==> src/rtl/idma_inoc_ibuffer_bank_arbiter.sv <==
// Multi-bank ibuffer arbiter: the iDMA fills one bank while the iNoC drains another.
// Per-bank FREE/FILL/FULL/DRAIN state; round-robin fill/drain pointers.
module idma_inoc_ibuffer_bank_arbiter #(
  parameter int DATA_WIDTH      = 128,
  parameter int MEM_AW          = 15,
  parameter int STRB_WIDTH      = DATA_WIDTH / 8,
  parameter int NUM_BANKS       = 2,
  parameter int MAX_OUTSTANDING = 8,
  localparam int BW = $clog2(NUM_BANKS),
  localparam int CW = $clog2(MAX_OUTSTANDING) + 1
) (
  input  logic                             clk,
  input  logic                             rst_n,
  input  logic                             dma_read_start,
  input  logic                             dma_write_done,
  input  logic                             noc_read_done,
  input  logic                             dma_read_to_ibuffer_cen,
  input  logic                             dma_read_to_ibuffer_wen,
  output logic                             dma_read_to_ibuffer_ready,
  input  logic [MEM_AW-1:0]                dma_read_to_ibuffer_addr,
  input  logic [DATA_WIDTH-1:0]            dma_read_to_ibuffer_wdata,
  input  logic [STRB_WIDTH-1:0]            dma_read_to_ibuffer_strb,
  input  logic                             noc_read_from_ibuffer_cen,
  input  logic                             noc_read_from_ibuffer_wen,
  output logic                             noc_read_from_ibuffer_ready,
  input  logic [MEM_AW-1:0]                noc_read_from_ibuffer_addr,
  output logic [DATA_WIDTH-1:0]            noc_read_from_ibuffer_rdata,
  output logic                             noc_read_from_ibuffer_rvalid,
  input  logic                             noc_read_from_ibuffer_rready,
  output logic [NUM_BANKS-1:0]             bank_cen,
  output logic [NUM_BANKS-1:0]             bank_wen,
  input  logic [NUM_BANKS-1:0]             bank_ready,
  output logic [NUM_BANKS*MEM_AW-1:0]      bank_addr,
  output logic [NUM_BANKS*DATA_WIDTH-1:0]  bank_wdata,
  output logic [NUM_BANKS*STRB_WIDTH-1:0]  bank_strb,
  input  logic [NUM_BANKS*DATA_WIDTH-1:0]  bank_rdata,
  input  logic [NUM_BANKS-1:0]             bank_rvalid,
  output logic [NUM_BANKS-1:0]             bank_rready,
  output logic [BW-1:0]                    fill_ptr,
  output logic [BW-1:0]                    drain_ptr,
  output logic                             dma_bank_avail,
  output logic                             noc_bank_avail,
  output logic                             err_pulse
);

  localparam logic [1:0] ST_FREE  = 2'd0;
  localparam logic [1:0] ST_FILL  = 2'd1;
  localparam logic [1:0] ST_FULL  = 2'd2;
  localparam logic [1:0] ST_DRAIN = 2'd3;

  logic [NUM_BANKS-1:0][1:0] state_r, state_n;
  logic [BW-1:0]             fill_ptr_r, fill_ptr_n, drain_ptr_r, drain_ptr_n, next_fill_s;
  logic [CW-1:0]             outstanding_r, outstanding_n;
  logic                      release_pending_r, release_pending_n;
  logic                      err_r, err_n;

  logic [1:0] fill_state_s, drain_state_s, claim_state_s;
  logic       drain_ok_s, noc_gate_s, noc_accept_s, rsp_s, release_s, done_ok_s;
  logic       err_start_s, err_done_s, err_noc_done_s, err_wen_s;

  assign fill_state_s  = state_r[fill_ptr_r];
  assign drain_state_s = state_r[drain_ptr_r];
  assign next_fill_s   = fill_ptr_r + BW'(1);
  assign drain_ok_s    = (drain_state_s == ST_FULL) || (drain_state_s == ST_DRAIN);
  // No new reads while a release waits for in-flight responses to return.
  assign noc_gate_s    = drain_ok_s && (outstanding_r < CW'(MAX_OUTSTANDING)) &&
                         !release_pending_r && !noc_read_from_ibuffer_wen;
  assign noc_accept_s  = noc_read_from_ibuffer_cen && noc_read_from_ibuffer_ready;
  assign rsp_s         = bank_rvalid[drain_ptr_r] && noc_read_from_ibuffer_rready &&
                         (outstanding_r != CW'(0));
  assign done_ok_s     = dma_write_done && (fill_state_s == ST_FILL);

  assign dma_read_to_ibuffer_ready   = (fill_state_s == ST_FILL) && bank_ready[fill_ptr_r];
  assign noc_read_from_ibuffer_ready = noc_gate_s && bank_ready[drain_ptr_r];
  assign noc_read_from_ibuffer_rdata = bank_rdata[drain_ptr_r*DATA_WIDTH +: DATA_WIDTH];
  assign noc_read_from_ibuffer_rvalid = bank_rvalid[drain_ptr_r] && rst_n;

  assign fill_ptr       = fill_ptr_r;
  assign drain_ptr      = drain_ptr_r;
  assign dma_bank_avail = (fill_state_s == ST_FREE);
  assign noc_bank_avail = drain_ok_s;
  assign err_pulse      = err_r;

  // Route the DMA port to the fill bank and the NoC port to the drain bank.
  always_comb begin
    bank_cen    = '0;
    bank_wen    = '0;
    bank_addr   = '0;
    bank_wdata  = '0;
    bank_strb   = '0;
    bank_rready = '1;
    for (int b = 0; b < NUM_BANKS; b++) begin
      if ((fill_ptr_r == BW'(b)) && (fill_state_s == ST_FILL)) begin
        bank_cen[b]                           = dma_read_to_ibuffer_cen;
        bank_wen[b]                           = dma_read_to_ibuffer_wen;
        bank_addr[b*MEM_AW +: MEM_AW]         = dma_read_to_ibuffer_addr;
        bank_wdata[b*DATA_WIDTH +: DATA_WIDTH] = dma_read_to_ibuffer_wdata;
        bank_strb[b*STRB_WIDTH +: STRB_WIDTH] = dma_read_to_ibuffer_strb;
      end else if ((drain_ptr_r == BW'(b)) && noc_gate_s) begin
        bank_cen[b]                   = noc_read_from_ibuffer_cen;
        bank_addr[b*MEM_AW +: MEM_AW] = noc_read_from_ibuffer_addr;
      end else begin
        bank_cen[b] = 1'b0;
      end
      if (drain_ptr_r == BW'(b)) begin
        bank_rready[b] = noc_read_from_ibuffer_rready;
      end else begin
        bank_rready[b] = 1'b1;
      end
    end
  end

  // Bank state, pointer, outstanding-count and error next-state logic.
  always_comb begin
    state_n           = state_r;
    fill_ptr_n        = fill_ptr_r;
    drain_ptr_n       = drain_ptr_r;
    release_pending_n = release_pending_r;
    claim_state_s     = fill_state_s;
    release_s         = 1'b0;
    case ({noc_accept_s, rsp_s})
      2'b10:   outstanding_n = outstanding_r + CW'(1);
      2'b01:   outstanding_n = outstanding_r - CW'(1);
      default: outstanding_n = outstanding_r;
    endcase

    if (release_pending_r) begin
      release_s = (outstanding_r == CW'(0));
    end else if (noc_read_done && drain_ok_s) begin
      release_s = (outstanding_r == CW'(0)) && !noc_accept_s;
    end else begin
      release_s = 1'b0;
    end
    if (noc_read_done && drain_ok_s && !release_pending_r && !release_s) begin
      release_pending_n = 1'b1;
    end else begin
      release_pending_n = release_pending_r;
    end

    if (noc_accept_s && (drain_state_s == ST_FULL)) begin
      state_n[drain_ptr_r] = ST_DRAIN;
    end else if (release_s) begin
      state_n[drain_ptr_r] = ST_FREE;
      drain_ptr_n          = drain_ptr_r + BW'(1);
      release_pending_n    = 1'b0;
    end else begin
      drain_ptr_n = drain_ptr_r;
    end

    // A same-cycle start evaluates the bank after the one just completed.
    if (done_ok_s) begin
      state_n[fill_ptr_r] = ST_FULL;
      fill_ptr_n          = next_fill_s;
      claim_state_s       = state_r[next_fill_s];
    end else begin
      fill_ptr_n = fill_ptr_r;
    end
    if (dma_read_start && (claim_state_s == ST_FREE)) begin
      state_n[fill_ptr_n] = ST_FILL;
    end else begin
      claim_state_s = claim_state_s;
    end

    err_start_s    = dma_read_start && (claim_state_s != ST_FREE);
    err_done_s     = dma_write_done && (fill_state_s != ST_FILL);
    err_noc_done_s = noc_read_done && !drain_ok_s;
    err_wen_s      = noc_read_from_ibuffer_cen && noc_read_from_ibuffer_wen;
    err_n          = err_start_s || err_done_s || err_noc_done_s || err_wen_s;
  end

  // State registers.
  always_ff @(posedge clk or negedge rst_n) begin
    if (!rst_n) begin
      state_r           <= '0;
      fill_ptr_r        <= '0;
      drain_ptr_r       <= '0;
      outstanding_r     <= '0;
      release_pending_r <= 1'b0;
      err_r             <= 1'b0;
    end else begin
      state_r           <= state_n;
      fill_ptr_r        <= fill_ptr_n;
      drain_ptr_r       <= drain_ptr_n;
      outstanding_r     <= outstanding_n;
      release_pending_r <= release_pending_n;
      err_r             <= err_n;
    end
  end

endmodule

==> config.mk <==
export PLATFORM = sky130hd
export DESIGN_NAME = idma_inoc_ibuffer_bank_arbiter
export DESIGN_NICKNAME = d
export VERILOG_FILES = /design/src/rtl/idma_inoc_ibuffer_bank_arbiter.sv
export SDC_FILE = /design/constraint.sdc
export NUM_CORES = 1
export LEC_CHECK = 0
export BUFFER_PORTS_ARGS = -buffer_cell sky130_fd_sc_hd__buf_2
export CELL_PAD_IN_SITES_DETAIL_PLACEMENT = 2
export CELL_PAD_IN_SITES_GLOBAL_PLACEMENT = 2
export CORE_AREA = 2 2 354 356
export CTS_CLUSTER_DIAMETER = 200
export CTS_CLUSTER_SIZE = 10
export DETAILED_ROUTE_END_ITERATION = 8
export DIE_AREA = 0 0 356 358
export GPL_TIMING_DRIVEN = 0
export PLACE_DENSITY = 0.48
export SETUP_SLACK_MARGIN = 0.3
export SLEW_MARGIN = 40
export SYNTH_ARGS = -nofsm -noshare
export SYNTH_HDL_FRONTEND = slang
export SYNTH_SLANG_ARGS = --single-unit
==> constraint.sdc <==
create_clock -name clk -period 3.53 [get_ports clk]
set_clock_uncertainty 0.1 [all_clocks]
set_input_delay 0.1765 -clock clk [delete_from_list [all_inputs] [get_ports clk]]
set_output_delay 0.1765 -clock clk [all_outputs]
set_load 0.01 [all_outputs]
==> flow_summary_export.csv <==
group,metric,value,unit
pwr,p_int,0.00229,W
pwr,p_leak,6.11,nW
layout,post-route-util,0.0927,
worst_hold_path,worstHoldPathCells,3,
grt,largest_net_degree_at_the_start_of_global_routing,14,
timing,slew_headroom,0.430,
route,drc,0,
timing,final.min_clock_period,2920,ps
worst_setup_path,timing.reg2reg.setup_slack,690,ps
timing,fin_hold_ws,116,ps
worst_setup_path,critical_path_end_type,"output pin",
grt,number_of_global_route_vias_before_repair,9009,
synthesis,synth_async_sr_flop_share,1.00,
timing,fmaxAchievable,343,MHz
pwr,share_clk_of_total_power,0.043,
timing,setup_viol,0,
worst_hold_path,hold_path.class,"in2reg",
die,row_count,129,
pwr,switching_share,0.590,
outcome,outcome,"finished clean",
grt,antenna_found_initial,118,
pwr,fin_total_pwr,0.00560,W
route,routed_vias,8736,
synthesis,cell_taking_the_most_area_after_synthesis,"sky130_fd_sc_hd__and2_1",
synthesis,synthMostInstantiatedCell,"sky130_fd_sc_hd__and2_1",
clock_network,cts.reportedPaths.clkPinSlew,50,ps
clock_network,htree_levels,1,
worst_setup_path,path_class,"reg2out",
grt,grt_first_pass_wirelength,107000,µm
clock_network,number_of_sinks_driven_by_the_clock_tree,12,
worst_setup_path,worstPathRequired,3250,ps
die,die_height,358,µm
pwr,netSwitchingPower,0.00330,W
pwr,power_per_cell_area,490,mW/mm²
worst_hold_path,whs_endpoint,"err_pulse",
die,die_area,0.127,mm²
layout,layout.nets,1958,
synthesis,netlist_instances,600,
route,postRouteWirelength,89800,µm
synthesis,ys_seq_area_frac,0.0642,
pwr,sequential_cell_fraction_of_total_power,0.053,
synthesis,synth_cell_types,44,
layout,finish.instance_area,0.0114,mm²
timing,timing.final.hold_violations,0,
layout,fillCellCount,14900,
worst_setup_path,critPathMaxFanout,12,
place,hpwlAfterDp,84600,µm
worst_setup_path,timing.rr.end,"outstanding_r[3]",
pwr,power.combinational.fraction,0.904,
clock_network,number_of_buffers_added_by_the_clock_tree_synthesis_step,3,
route,firstDrtPassIters,4,
place,numPortBuffers,903,
synthesis,total_of_flip_flops_plus_latches_after_synthesis,12,
synthesis,synth.avg_cell_area,7.79,µm²
grt,globalRouteOverflowTotal,0,
synthesis,yosysWarnings,0,
clock_network,clkLatencyLatePin,240,ps
place,postPlaceCellArea,0.0113,mm²
place,gp_routability_congestion,0.822,
synthesis,synth.cell_area,0.00467,mm²
clock_network,tritoncts,"done",
worst_setup_path,critical_path.startpoint_type,"register",
timing,fin_crit_sh,0.827,
die,core_region_area,0.123,mm²
timing,timing.final.max_slew_violations,0,
synthesis,synth_top_area_share,0.388,
grt,gr-usage-all-layers,0.132,
worst_setup_path,r2r-start,"drain_ptr",
worst_setup_path,depth_of_the_most_critical_reg_to_reg_path,9,
pwr,irDropWorstVdd,0.000200,V
layout,final_layout_size_suffix_gt1_frac,0.718,
clock_network,clockBufferDepth,2,
layout,area_delta_synth_final,145,%
die,initial_utilization,0.0379,
die,horizontal_die_dimension,356,µm
synthesis,synthesis.nets,1048,
worst_setup_path,arrival,2640,ps
worst_hold_path,timing.hold.worst.start,"dma_read_start",
timing,worstMarginPinSlew,855,ps
route,detailedRoute.firstIterationViolations,222,
route,route.antenna.remaining_nets,0,
synthesis,synth_edf_count,0,
synthesis,synth.top_cells.by_area,"sky130_fd_sc_hd__and2_1 39%, sky130_fd_sc_hd__mux2_2 31%, sky130_fd_sc_hd__dfrtp_1 6.4%, sky130_fd_sc_hd__a22o_1 4.5%, sky130_fd_sc_hd__clkbuf_1 3.1%",
synthesis,yosys_most_used_dff,"sky130_fd_sc_hd__dfrtp_1",
clock_network,clock-root-buffer,"sky130_fd_sc_hd__clkbuf_16",
die,design.portCount,904,
flow_run,max_cap_viol_count,0,
route,routedWlPerCell,28.4,µm
route,viasPerCell,2.76,
synthesis,synth_top_cells_by_count,"290 x sky130_fd_sc_hd__and2_1, 128 x sky130_fd_sc_hd__mux2_2, 38 x sky130_fd_sc_hd__clkbuf_1",
timing,grt_setup_unrepaired,"false",
[cells in the final DEF (no fill, tap or decap), types with 3 or more instances in the layout]
cell type,Yosys,layout
sky130_fd_sc_hd__buf_2,15,919
sky130_fd_sc_hd__and2_1,290,290
sky130_fd_sc_hd__mux2_2,128,128
sky130_fd_sc_hd__clkbuf_1,38,29
sky130_fd_sc_hd__a22o_1,24,24
sky130_fd_sc_hd__diode_2,0,19
sky130_fd_sc_hd__inv_1,12,12
sky130_fd_sc_hd__dfrtp_1,12,12
sky130_fd_sc_hd__a22o_2,10,10
sky130_fd_sc_hd__clkbuf_2,0,8
sky130_fd_sc_hd__o21ai_0,8,8
sky130_fd_sc_hd__nand2_1,6,6
sky130_fd_sc_hd__a21oi_1,5,5
sky130_fd_sc_hd__nor3b_1,4,4
sky130_fd_sc_hd__nor2_1,4,4
sky130_fd_sc_hd__nand2b_1,4,4
sky130_fd_sc_hd__or3_1,3,3
sky130_fd_sc_hd__buf_6,2,3
sky130_fd_sc_hd__clkbuf_16,0,3
[through the flow]
step,instances,setup WS (ps),setup TNS (ps)
floorplan,600,944,0
global placement,3140,-613,-11160
detailed placement,3141,-44.1,-44.1
CTS,3146,410,0
global route,3147,359,0
finish,3165,611,0
[what timing repair did]
action,4_1_cts,5_1_grt
hold buffers,1,0
setup buffers,0,0
endpoints found under the setup margin,2,1
gates resized for setup,2,2
hold endpoints to repair,12,0
[layout make-up]
type | count | area, µm² | area share
Tap cell | 1637 | 2050 | 0.179
Timing Repair Buffer | 905 | 4540 | 0.397
Multi-Input combinational cell | 519 | 4100 | 0.358
Sequential cell | 12 | 300 | 0.0263
Buffer | 57 | 267 | 0.0233
Clock buffer | 4 | 88.8 | 0.00777
Inverter | 12 | 45.0 | 0.00394
Antenna cell | 19 | 47.5 | 0.00416
[power groups by stage]
| stage | Clock, W | Sequential [W] | Combinational [W] |
|---|---|---|---|
| floorplan | 0 | 0.000274 | 0.00234 |
| global placement | 0 | 0.000298 | 0.00523 |
| detailed placement | 0 | 0.000298 | 0.00523 |
| CTS | 0.000250 | 0.000299 | 0.00527 |
| global route | 0.000254 | 0.000311 | 0.00545 |
| finish | 0.000241 | 0.000295 | 0.00506 |
[state kept, by name, summed over array words and instances (netlist names)]
register and flops:
release_pending_r 1, outstanding_r 4, state_r 4, fill_ptr 1, drain_ptr 1, err_pulse 1
[per-layer routing]
layer  GRT usage  vias up  share of wire
li1            -     3850              -
met1       0.178     4058           0.45
met2       0.225      662           0.47
met3      0.0306      154          0.070
met4     0.00236       12          0.011
met5           0        -        0.00082
[worst max-delay path, cell delays in order, from the launching register on]
cell	delay, ps
sky130_fd_sc_hd__dfrtp_1	350
sky130_fd_sc_hd__clkbuf_1	200
sky130_fd_sc_hd__and3b_1	270
sky130_fd_sc_hd__buf_2	380
sky130_fd_sc_hd__clkbuf_1	700
sky130_fd_sc_hd__and2_1	290
sky130_fd_sc_hd__buf_2	170
[worst max-delay path by stage]
stage / start / end / slack, ps / cells after the start
after floorplan: drain_ptr / outstanding_r[3] / 940 / 10
after global placement: state_r[1] / bank_addr[12] / -610 / 5
after detailed placement: drain_ptr / outstanding_r[3] / -40 / 9
after CTS: drain_ptr / outstanding_r[3] / 410 / 9
after global routing: drain_ptr / outstanding_r[3] / 360 / 9
final: state_r[3] / bank_wdata[140] / 610 / 6
[logic make-up (layout without fill, tap and decap cells)]
family                     after synthesis  in the layout  share of synthesized area
AOI/OAI and AO/OA                       58             58                      0.105
xor gates and xnor gates                 2              2                    0.00375
adders and majority gates                4              4                     0.0123
buffers and inverters                   69            978                     0.0634
DFF                                     12             12                     0.0642
muxes                                  131            131                      0.315
other                                    0             19                          0
and+or+nand+nor                        324            324                      0.436
Power figures use the tool's default switching activity.
